<file path="config.mk">
export PLATFORM = sky130hd
export DESIGN_NAME = cp0_exc_unit
export DESIGN_NICKNAME = d
export VERILOG_FILES = /design/src/rtl/cp0_pkg.sv /design/src/rtl/cp0_timer.sv /design/src/rtl/cp0_exc_unit.sv
export SDC_FILE = /design/constraint.sdc
export NUM_CORES = 1
export LEC_CHECK = 0
export CORE_MARGIN = 2
export CORE_UTILIZATION = 45
export CTS_CLUSTER_SIZE = 24
export DETAILED_ROUTE_END_ITERATION = 6
export PLACE_DENSITY = 0.8
export SLEW_MARGIN = 5
export SYNTH_ARGS = -nofsm -noshare
export SYNTH_HDL_FRONTEND = slang
export SYNTH_SLANG_ARGS = --single-unit
</file>
<file path="constraint.sdc">
create_clock -name clk -period 3.3 [get_ports clk]
set_clock_uncertainty 0.15 [all_clocks]
set_input_delay 0.495 -clock clk [delete_from_list [all_inputs] [get_ports clk]]
set_output_delay 0.495 -clock clk [all_outputs]
set_load 0.02 [all_outputs]
</file>
<file path="src/rtl/cp0_pkg.sv">
// Shared CP0 definitions: register numbers, ExcCodes and Status/Cause bit positions.
package cp0_pkg;

    // CP0 register numbers
    localparam logic [4:0] CP0_BADVADDR = 5'd8;
    localparam logic [4:0] CP0_COUNT    = 5'd9;
    localparam logic [4:0] CP0_COMPARE  = 5'd11;
    localparam logic [4:0] CP0_STATUS   = 5'd12;
    localparam logic [4:0] CP0_CAUSE    = 5'd13;
    localparam logic [4:0] CP0_EPC      = 5'd14;

    // ExcCode values
    localparam logic [4:0] EXC_INT  = 5'd0;
    localparam logic [4:0] EXC_ADEL = 5'd4;
    localparam logic [4:0] EXC_ADES = 5'd5;
    localparam logic [4:0] EXC_SYS  = 5'd8;
    localparam logic [4:0] EXC_BP   = 5'd9;
    localparam logic [4:0] EXC_RI   = 5'd10;
    localparam logic [4:0] EXC_OV   = 5'd12;

    // Status field positions
    localparam int ST_IE    = 0;
    localparam int ST_EXL   = 1;
    localparam int ST_IM_LO = 8;
    localparam int ST_BEV   = 22;

    // Cause field positions
    localparam int CA_CODE_LO = 2;
    localparam int CA_IP_LO   = 8;
    localparam int CA_TI      = 30;
    localparam int CA_BD      = 31;

    // Address-error exceptions are the only ones that capture BadVAddr
    function automatic logic is_addr_exc(input logic [4:0] code);
        return (code == EXC_ADEL) || (code == EXC_ADES);
    endfunction

endpackage

</file>
<file path="src/rtl/cp0_timer.sv">
// CP0 Count/Compare timer: Count advances every second cycle, TI latches on match
// and is cleared by writing Compare. Used only when CP0_TIMER_EN is defined.
module cp0_timer
    import cp0_pkg::*;
(
    input  logic        clk,
    input  logic        reset,
    input  logic        count_we,
    input  logic        compare_we,
    input  logic [31:0] wdata,
    output logic [31:0] count,
    output logic [31:0] compare,
    output logic        ti
);

    logic        toggle_reg;
    logic [31:0] count_reg;
    logic [31:0] compare_reg;
    logic        ti_reg;
    logic [31:0] count_next;

    // Next Count value: software write wins, otherwise advance on odd phase
    always_comb begin
        count_next = count_reg;
        if (count_we)
            count_next = wdata;
        else if (toggle_reg)
            count_next = count_reg + 32'd1;
    end

    // Timer state; match is checked against the value Count takes at this edge
    always_ff @(posedge clk) begin
        if (!reset) begin
            toggle_reg  <= 1'b0;
            count_reg   <= '0;
            compare_reg <= '0;
            ti_reg      <= 1'b0;
        end else begin
            count_reg  <= count_next;
            toggle_reg <= count_we ? 1'b0 : ~toggle_reg;
            if (compare_we) begin
                compare_reg <= wdata;
                ti_reg      <= 1'b0;
            end else if (count_next == compare_reg) begin
                ti_reg <= 1'b1;
            end
        end
    end

    assign count   = count_reg;
    assign compare = compare_reg;
    assign ti      = ti_reg;

endmodule

</file>
<file path="src/rtl/cp0_exc_unit.sv">
// CP0 exception/interrupt unit: Status, Cause, EPC, BadVAddr, exception priority,
// ERET and one-cycle flush with redirect PC.
// Optional Count/Compare timer enabled by defining CP0_TIMER_EN.
module cp0_exc_unit
    import cp0_pkg::*;
#(
    parameter int          NUM_EXC = 8,
    parameter int          NUM_HW  = 6,
    parameter logic [31:0] EXC_VEC = 32'hBFC00380
) (
    input  logic                 clk,
    input  logic                 reset,
    input  logic [NUM_EXC-1:0]   exc_req,
    input  logic [5*NUM_EXC-1:0] exc_code,
    input  logic [31:0]          exc_pc,
    input  logic                 exc_bd,
    input  logic [31:0]          exc_badva,
    input  logic [NUM_HW-1:0]    hw_int,
    input  logic                 eret,
    input  logic                 mtc0_we,
    input  logic [4:0]           cp0_addr,
    input  logic [31:0]          cp0_wdata,
    output logic [31:0]          cp0_rdata,
    output logic                 flush,
    output logic [31:0]          flush_pc,
    output logic                 exl
);

    logic [7:0]  status_im_reg;
    logic        status_exl_reg;
    logic        status_ie_reg;
    logic [7:0]  cause_ip_reg;
    logic [4:0]  cause_code_reg;
    logic        cause_bd_reg;
    logic [31:0] epc_reg;
    logic [31:0] badva_reg;
    logic        flush_reg;
    logic [31:0] flush_pc_reg;

    logic [5:0]  hw_ext;
    logic [5:0]  ip_hw_next;
    logic [4:0]  sel_code;
    logic        int_take;
    logic        exc_any;
    logic        take;
    logic        wr_status;
    logic        wr_cause;
    logic        wr_epc;
    logic [31:0] status_val;
    logic [31:0] cause_val;
    logic [31:0] count_val;
    logic [31:0] compare_val;
    logic        timer_ti;

    // Map the external interrupt lines onto the six hardware IP slots
    generate
        for (genvar gi = 0; gi < 6; gi++) begin : g_hw
            if (gi < NUM_HW) begin : g_used
                assign hw_ext[gi] = hw_int[gi];
            end else begin : g_unused
                assign hw_ext[gi] = 1'b0;
            end
        end
    endgenerate

    assign ip_hw_next = hw_ext | {timer_ti, 5'b0};

    assign wr_status = mtc0_we && (cp0_addr == CP0_STATUS);
    assign wr_cause  = mtc0_we && (cp0_addr == CP0_CAUSE);
    assign wr_epc    = mtc0_we && (cp0_addr == CP0_EPC);

`ifdef CP0_TIMER_EN
    cp0_timer u_timer (
        .clk        (clk),
        .reset      (reset),
        .count_we   (mtc0_we && (cp0_addr == CP0_COUNT)),
        .compare_we (mtc0_we && (cp0_addr == CP0_COMPARE)),
        .wdata      (cp0_wdata),
        .count      (count_val),
        .compare    (compare_val),
        .ti         (timer_ti)
    );
`else
    assign count_val   = '0;
    assign compare_val = '0;
    assign timer_ti    = 1'b0;
`endif

    // Lowest-index pending source wins: scan high to low so the last hit sticks
    always_comb begin
        sel_code = EXC_INT;
        for (int i = NUM_EXC - 1; i >= 0; i--) begin
            if (exc_req[i])
                sel_code = exc_code[5*i +: 5];
        end
    end

    assign int_take = status_ie_reg & ~status_exl_reg & (|(cause_ip_reg & status_im_reg));
    assign exc_any  = |exc_req;
    assign take     = int_take | exc_any;

    // CP0 state: software writes first, then exception/ERET updates override them
    always_ff @(posedge clk) begin
        if (!reset) begin
            status_im_reg  <= '0;
            status_exl_reg <= 1'b0;
            status_ie_reg  <= 1'b0;
            cause_ip_reg   <= '0;
            cause_code_reg <= '0;
            cause_bd_reg   <= 1'b0;
            epc_reg        <= '0;
            badva_reg      <= '0;
            flush_reg      <= 1'b0;
            flush_pc_reg   <= '0;
        end else begin
            cause_ip_reg[7:2] <= ip_hw_next;
            if (wr_cause)
                cause_ip_reg[1:0] <= cp0_wdata[CA_IP_LO +: 2];
            if (wr_status) begin
                status_im_reg  <= cp0_wdata[ST_IM_LO +: 8];
                status_exl_reg <= cp0_wdata[ST_EXL];
                status_ie_reg  <= cp0_wdata[ST_IE];
            end
            if (wr_epc)
                epc_reg <= cp0_wdata;

            flush_reg <= 1'b0;
            if (take) begin
                cause_code_reg <= int_take ? EXC_INT : sel_code;
                if (!status_exl_reg) begin
                    epc_reg      <= exc_bd ? (exc_pc - 32'd4) : exc_pc;
                    cause_bd_reg <= exc_bd;
                end
                status_exl_reg <= 1'b1;
                if (!int_take && is_addr_exc(sel_code))
                    badva_reg <= exc_badva;
                flush_reg    <= 1'b1;
                flush_pc_reg <= EXC_VEC;
            end else if (eret) begin
                status_exl_reg <= 1'b0;
                flush_reg      <= 1'b1;
                flush_pc_reg   <= epc_reg;
            end
        end
    end

    // Assemble architectural Status and Cause views
    always_comb begin
        status_val                     = '0;
        status_val[ST_BEV]             = 1'b1;
        status_val[ST_IM_LO +: 8]      = status_im_reg;
        status_val[ST_EXL]             = status_exl_reg;
        status_val[ST_IE]              = status_ie_reg;
        cause_val                      = '0;
        cause_val[CA_BD]               = cause_bd_reg;
        cause_val[CA_TI]               = timer_ti;
        cause_val[CA_IP_LO +: 8]       = cause_ip_reg;
        cause_val[CA_CODE_LO +: 5]     = cause_code_reg;
    end

    // mfc0 read mux; unimplemented registers read zero
    always_comb begin
        cp0_rdata = '0;
        case (cp0_addr)
            CP0_BADVADDR: cp0_rdata = badva_reg;
            CP0_COUNT:    cp0_rdata = count_val;
            CP0_COMPARE:  cp0_rdata = compare_val;
            CP0_STATUS:   cp0_rdata = status_val;
            CP0_CAUSE:    cp0_rdata = cause_val;
            CP0_EPC:      cp0_rdata = epc_reg;
            default:      cp0_rdata = '0;
        endcase
    end

    assign flush    = flush_reg;
    assign flush_pc = flush_pc_reg;
    assign exl      = status_exl_reg;

endmodule

</file>
; ---- Yosys cells after proc, flatten, opt, wreduce, memory -nomap -nowiden
; Cells that the tools add are included.
[word_totals]
reg_bits = 121
out_inout_bits = 66
elab_cells = 59
in_bits = 160
[op_classes]
n_reduce_logical = 13
mux = 21
eq_ne = 6
add_sub_neg = 1
n_bitwise = 6
[ops]
columns = op, count
row1 = $mux W32, 6
row2 = $pmux W32 S4, 1
row3 = $mux W5, 9
row4 = $sub A32 B3 Y32 const B, 1
row5 = $eq A5 B4 Y1 const B, 4
row6 = $reduce_or A8 Y1, 2
row7 = $eq A5 B3 Y1 const B, 2
row8 = $and A8 B8 Y8, 1
row9 = $mux W1, 5
row10 = $logic_and A1 B1 Y1, 4
row11 = $reduce_and A2 Y1, 2
row12 = $reduce_bool A3 Y1, 1
row13 = $and A1 B1 Y1, 2
row14 = $not A1 Y1, 2
row15 = $reduce_bool A2 Y1, 1
row16 = $reduce_or A2 Y1, 1
row17 = $logic_not A1 Y1, 1
row18 = $logic_or A1 B1 Y1, 1
row19 = $or A1 B1 Y1, 1

; ---- Logic depth before layout (Yosys ltp)
; Gate-level depths: netlist (run 1).
[logic_depth]
word_depth = 12
depth_mapped = 10
ltp_nobuf = 7

; ---- Worst setup path after synthesis (run 1)
; No wires, ideal clock.
[synth_timing]
kind = input port to output port
start = input cp0_addr[0]
end = output cp0_rdata[11]
t_required_ps = 2655
arrival_time_ps = 2134
slack_ps = 521
path_buffers = 2
path_stages = 6
cell_sequence = or4b_2 clkbuf_1 nor2_1 buf_2 a22oi_1 nand2_1
[synth_between]
elab_chain_cells = 2
elab_cells_between_ends = 5
classes_between = 4 x eq/ne / 1 x mux
[synth_rtl]
columns = element, line
row1 = from (decl), cp0_exc_unit.sv:21  ; input logic [4:0] cp0_addr,
row2 = $eq A5 B4 Y1, cp0_exc_unit.sv:164  ; case (cp0_addr)
row3 = $pmux W32 S4 (*), cp0_exc_unit.sv:164
row4 = to (decl), cp0_exc_unit.sv:23  ; output logic [31:0] cp0_rdata,
; Every way passes the cells marked *; elsewhere a longest branch is shown, timed or not.

; ---- Worst setup path after layout (run 1)
[layout_timing]
start = input cp0_addr[0]
end = output cp0_rdata[27]
; Same word-level chain as after synthesis.

==> results of run 1 <==
[how the worst min path moves through the flow]
| stage | to | slack [ns] | cells past startpoint |
|---|---|---|---|
| after floorplan | badva_reg[0] | 0.28 | 2 |
| after global placement | badva_reg[17] | 0.29 | 2 |
| after detailed placement | badva_reg[28] | 0.30 | 2 |
| after CTS | epc_reg[0] | 0.30 | 2 |
| after global routing | epc_reg[0] | 0.31 | 2 |
| final | badva_reg[28] | 0.30 | 2 |
[through the flow]
step	total power [µW]	setup WS [ns]	cells	setup TNS (ns)	hold slack, ns
final	4006	0.08941	1167	0	0.3041
after global routing	4148	0.01553	1167	0	0.3139
after floorplan	1842	0.5207	757	0	0.2841
after CTS	4034	0.01144	1167	0	0.3025
after global placement	2148	-0.1709	1136	-3.867	0.2926
after detailed placement	2155	-0.1790	1136	-4.218	0.3002
[placed cells by master (no fill, tap or decap), drive strengths merged, types with 5 or more instances in the layout]
cell	Yosys	final
clkdlybuf4s50	0	193
nand2	148	148
dfxtp	121	121
mux2i	69	69
nand3	57	57
nor2	38	38
buf	17	34
dlygate4sd2	0	29
a22oi	25	25
a21boi	25	25
clkbuf	41	25
a21oi	23	23
o21ai	18	18
xnor2	18	18
a22o	15	15
and3	15	15
inv	14	14
mux2	11	11
a221oi	10	10
xor2	10	10
nor4	10	10
and2	9	9
nor3	8	8
nor2b	7	7
o211a	7	7
nand3b	6	6
or3	5	5
[area by class of cell]
| type | count | area [µm²] | area share, % |
|---|---|---|---|
| Clock buffer | 25 | 525.5 | 5.537 |
| Clock inverter | 6 | 85.08 | 0.8965 |
| Inverter | 14 | 52.55 | 0.5537 |
| Multi-Input combinational cell | 564 | 3633 | 38.29 |
| Sequential cell | 121 | 2422 | 25.52 |
| Tap cell | 180 | 225.2 | 2.373 |
| Timing Repair Buffer | 257 | 2546 | 26.83 |
[layer usage]
metal / up-vias / share of wire, %
met5: - / 0
li1: 3108 / -
met2: 193 / 47
met4: 0 / 1.5
met3: 23 / 7.3
met1: 2892 / 44
[where the power goes]
part           total (µW)  switching, µW  internal (µW)
Sequential           1570           44.3           1520
Combinational         560            239            320
Clock                1880            636           1240
[cell families (layout without fill, tap and decap cells)]
kind of cell	Yosys count	in the layout	share of synthesized area, %
XOR/XNOR	28	28	3.849
buffers and inverters	72	302	5.145
AND/OR/NAND/NOR	321	321	24.92
adder cells (fa/ha/maj)	1	1	0.1964
multiplexers	80	80	12.78
AO/OA/AOI/OAI	134	134	15.08
flip-flops	121	121	38.02
[worst reg2reg max path, cell delays in order (launching register included)]
cell and delay, ns:
dfxtp_1 0.38, nand2b_1 0.20, a41oi_1 0.38, and2b_2 0.31
or2_2 0.39, buf_12 0.19, o211a_1 0.23
==> impl_results.md, run 1 <==
* Post-Syn Instances at 757
* Max cap viols at 0
* Worst path top cell family by delay: buffers and inverters
* CP Capture Point: cp0_rdata[27]
* Worst path arrival time at 2.57 ns
* Setup bufs post-CTS at 0
* R2r setup slk at 0.98 ns
* Via/cell ratio at 5.326
* Row count at 43
* Routed wire length at 20320 µm
* Worst path cell trace: clkdlybuf4s50_1 > or4b_2 > nor2_2 > buf_6 > a22o_1 > dlygate4sd2_1
* Largest fanout on the critical path at 14
* Post-synth top area share at 38.02%
* Hold Buf Count CTS at 0
* Hold WC Path Type: reg2reg
* Port bufs at 225
* VDD IR max at 0.3767 mV
* Boundary pin count at 226
* CP bufs+invs at 3
* Sequential share of the synthesized area at 38.02%
* Routed wire per std cell at 17.42 µm
* Synthesized area per cell at ~8.4 µm²
* Vias in the first global route at 6065
* CP Launch Type: input port
* Synth-to-Final Area Change at 48.96%
* Die X-Extent at 123.0 µm
* FF+latch count, synth at around 120
* Pin count of the biggest net entering global routing at roughly 110
* Final period demand of the worst path at approximately 3.2 ns
* Core Util, Final at 68.37%
* H-tree levels at 4
* Final Instance Area at 9490 µm²
* First-pass GRT wire length at 31000 µm
* Initial antenna violation count at 0
* Most common flop cell mapped by yosys: dfxtp_1
* Pre-antenna DRT Iters at 4
* Post-Syn Area at 6371 µm²
* Post-cts resize count at 31
* Most frequent cell after synthesis: nand2_1
* Crit. End Element: primary output
* List of most frequent post-synthesis cells: nand2_1 (148), dfxtp_1 (121), mux2i_1 (69)
* Slew HR at 65.50%
* Worst R2R End: epc_reg[16]
* Grt met3 use at around 9%
* Reg clk slew, reported paths at about 0.050 ns
* GR Layer Usage met2 at 44.06%
* DR vias at 6216
* Number of synthesized flops with an enable pin at 0
* Async SR Flop Fraction at 0%
* Placed Instance Area at 8906 µm²
* Kind of critical path: in2out
* Final worst-path cycle share at 97.29%
* GR peak layer: met2
* Final ANT Viol Nets at 0
* R2R depth at 6
* Gr ovfl total at 0
* Num CTS Buffers at 17
* Detailed Place HPWL at between 10000 and 15000 µm
* Total track usage at 26.79%
* Die Ht at 123.0 µm
* Initial DRC count at just under 400
* Synth Warn # at 0
* Routability Congestion at 0.8138
* HP Start: badva_reg[28]
* Share of cells above drive strength 1 at 9.828%
* Netlist cell types at 54
* Fin nets at approximately 1100
* Worst slew pin tran at between 0.5 and 0.6 ns
* N_diodes at 0
* Ranking of synthesized cells by area: dfxtp_1 (38%), mux2i_1 (11%), nand2_1 (8.7%), nand3_1 (4.5%), a21boi_0 (2.9%)
* Pwr Density at 422.1 nW/µm²
* Final setup viols at 0
* Leak at approximately 0.004 µW
* CTS Buffer Depth at 2
* Met1 Use GR at 33.14%
* Crit-path max cell delay at 0.76 ns
* Residual DRC count at 0
* Die area at 15130 µm²
* TritonCTS clock tree: done
* Fin. max-slew vios at 0
* Worst skew pair latency at 0.42 ns
* Core area at 13880 µm²
* Status: finished clean
* Final Hold Viols at 0
* TritonCTS sink count at about 120
* Worst endpoint required time at about 2.7 ns
* CP max-delay cell: or4b_2
* Syn nets at 918
* RR Startpoint: exl
* Clock Root Buffer: clkbuf_16
* Worst path depth at 6
* Starting Density at 45.90%
* Highest clock rate at 311.5 MHz
* RSZ-0062 raised after global routing: no
* Fillers at ~1200
* Post-synth top area cell: dfxtp_1
* Crit path launch: cp0_addr[0]
No activity file was read; power rests on OpenSTA's default activity.
==> inputs of run 2 (changes only) <==
- CTS_BUF_LIST: default -> sky130_fd_sc_hd__clkbuf_16
- GPL_ROUTABILITY_DRIVEN: default -> 0
==> run 2 against run 1 <==
Net effect: total power down 4.0%; sequential power hardly changed; count of clock-buffer cells in the layout down 8; design area decreased by 0.74%; via count is 0.18% higher; global-route usage fell by 0.088 points; first-iteration DRC count is 0.78% lower; sequential share of layout area grew 0.19 points; flip-flop and latch count stayed put; combinational power is essentially flat.
==> impl_results.md, run 2 (same netlist as run 1, synthesis figures left out) <==
* DR vias at 6227
* Initial DRC count at approximately 380
* Hold path cells at 2
* Total track usage at 26.71%
* Worst skew pair latency at 0.42 ns
* Synth-to-Final Area Change at 47.86%
* Row count at between 40 and 50
* Kind of critical path: in2out
* Pwr Density at 408.3 nW/µm²
* VDD IR max at 0.3787 mV
* N_diodes at 0
* Hold WC Path Type: reg2reg
* Power consumption at 3846 µW
* Worst endpoint required time at 2.65 ns
* Slew HR at 66.01%
* Final worst-path setup slack at between 0.09 and 0.1 ns
* HP Start: badva_reg[28]
* First-pass GRT wire length at 30990 µm
* Final ANT Viol Nets at 0
* Commonest non-fill, non-tap cell in the layout: clkdlybuf4s50_1
* Crit. End Element: primary output
* Residual DRC count at 0
* Share of cells above drive strength 1 at under 10%
* Via/cell ratio at 5.336
* Vias in the first global route at about 6100
* Worst R2R End: epc_reg[16]
* Core area at 13880 µm²
* Die X-Extent at around 120 µm
* Final setup viols at 0
* Pre-antenna DRT Iters at 5
* Setup WS pre-CTS at -0.1790 ns
* TritonCTS sink count at approximately 120
* Final worst-path cycle share at 97.27%
* Gr ovfl total at 0
* Core Util, Final at 67.87%
* CP Launch Type: input port
* R2R depth at 6
* Fin nets at about 1100
* Detailed Place HPWL at 14870 µm
* Reg clk slew, reported paths at approximately 0.050 ns
* Routed wire per std cell at 17.52 µm
* Num CTS Buffers at 17
* Worst slew pin tran at 0.5098 ns
* Final period demand of the worst path at ~3.2 ns
* Leak at 0.003850 µW
* Hold Buf Count CTS at 0
* Starting Density at 45.90%
* Routed wire length at 20450 µm
* Most frequent cells in the layout: clkdlybuf4s50_1 (193), nand2_1 (148), dfxtp_1 (121)
* RSZ-0062 raised after global routing: no
* Pin count of the biggest net entering global routing at 107
* Worst Hold End: badva_reg[28]
* Final Hold Viols at 0
* Die area at roughly 15000 µm²
* TritonCTS clock tree: done
* Final non-filler cell total at 1167
* Boundary pin count at 226
* Highest clock rate at 311.5 MHz
* Dpl cells at between 1000 and 1500
* Clock Root Buffer: clkbuf_16
* Initial antenna violation count at 0
* R2r setup slk at between 0.9 and 1 ns
* Hold_ws at 0.3050 ns
* Max cap viols at 0
* Fin. max-slew vios at 0
* Largest fanout on the critical path at 14
* H-tree levels at 4
* Die Ht at 123.0 µm
* CTS Buffer Depth at 2
* Port bufs at between 200 and 250
* RR Startpoint: exl
* Worst path arrival time at 2.56 ns
* Status: finished clean
==> run 2: power by group <==
group,switching (µW),internal [µW]
clock,642,1080
combinational,240,320
sequential,44.3,1520
total,926,2920
==> run 2: final cells by class <==
type                       count  area (µm²)
tap                          180       225.2
sequential                   121        2422
multi-input combinational    564        3633
timing repair buffer         257        2546
clock buffer                  17       425.4
inverter                      14       52.55
fill                        1180        4461
clock inverter                14       115.1
==> run 2: critical path: stages <==
cell             delay (ns)
clkdlybuf4s50_1        0.42
or4b_2                 0.76
nor2_2                 0.17
buf_6                  0.20
a22o_1                 0.16
dlygate4sd2_1          0.33
==> run 2: worst max-delay path by stage <==
| stage | start | endpoint |
|---|---|---|
| 2_1_floorplan | cp0_addr[0] | cp0_rdata[11] |
| 3_3_place_gp | cp0_addr[0] | cp0_rdata[9] |
| 3_5_place_dp | cp0_addr[0] | cp0_rdata[27] |
| 4_1_cts | cp0_addr[0] | cp0_rdata[22] |
| 5_1_grt | cp0_addr[0] | cp0_rdata[14] |
| 6_report | cp0_addr[0] | cp0_rdata[27] |
==> run 2: layer usage <==
| metal | share of wire (%) | GRT usage, % |
|---|---|---|
| met5 | 0 | 0 |
| met4 | 1.3 | 8.736 |
| met3 | 7.4 | 8.256 |
| met2 | 48 | 44.30 |
| met1 | 44 | 33.03 |
==> run 2: timing repair <==
action	4_1_cts	5_1_grt
cloned	0	0
gates resized for setup	31	1
buffers inserted	0	0
endpoints found under the setup margin	29	1
==> run 2: through the flow <==
step           TNS [ns]  area (µm²)
4_1_cts               0        9418
3_5_place_dp     -4.218        8906
5_1_grt               0        9420
2_1_floorplan         0        6371
6_report              0        9420
3_3_place_gp     -3.867        8906
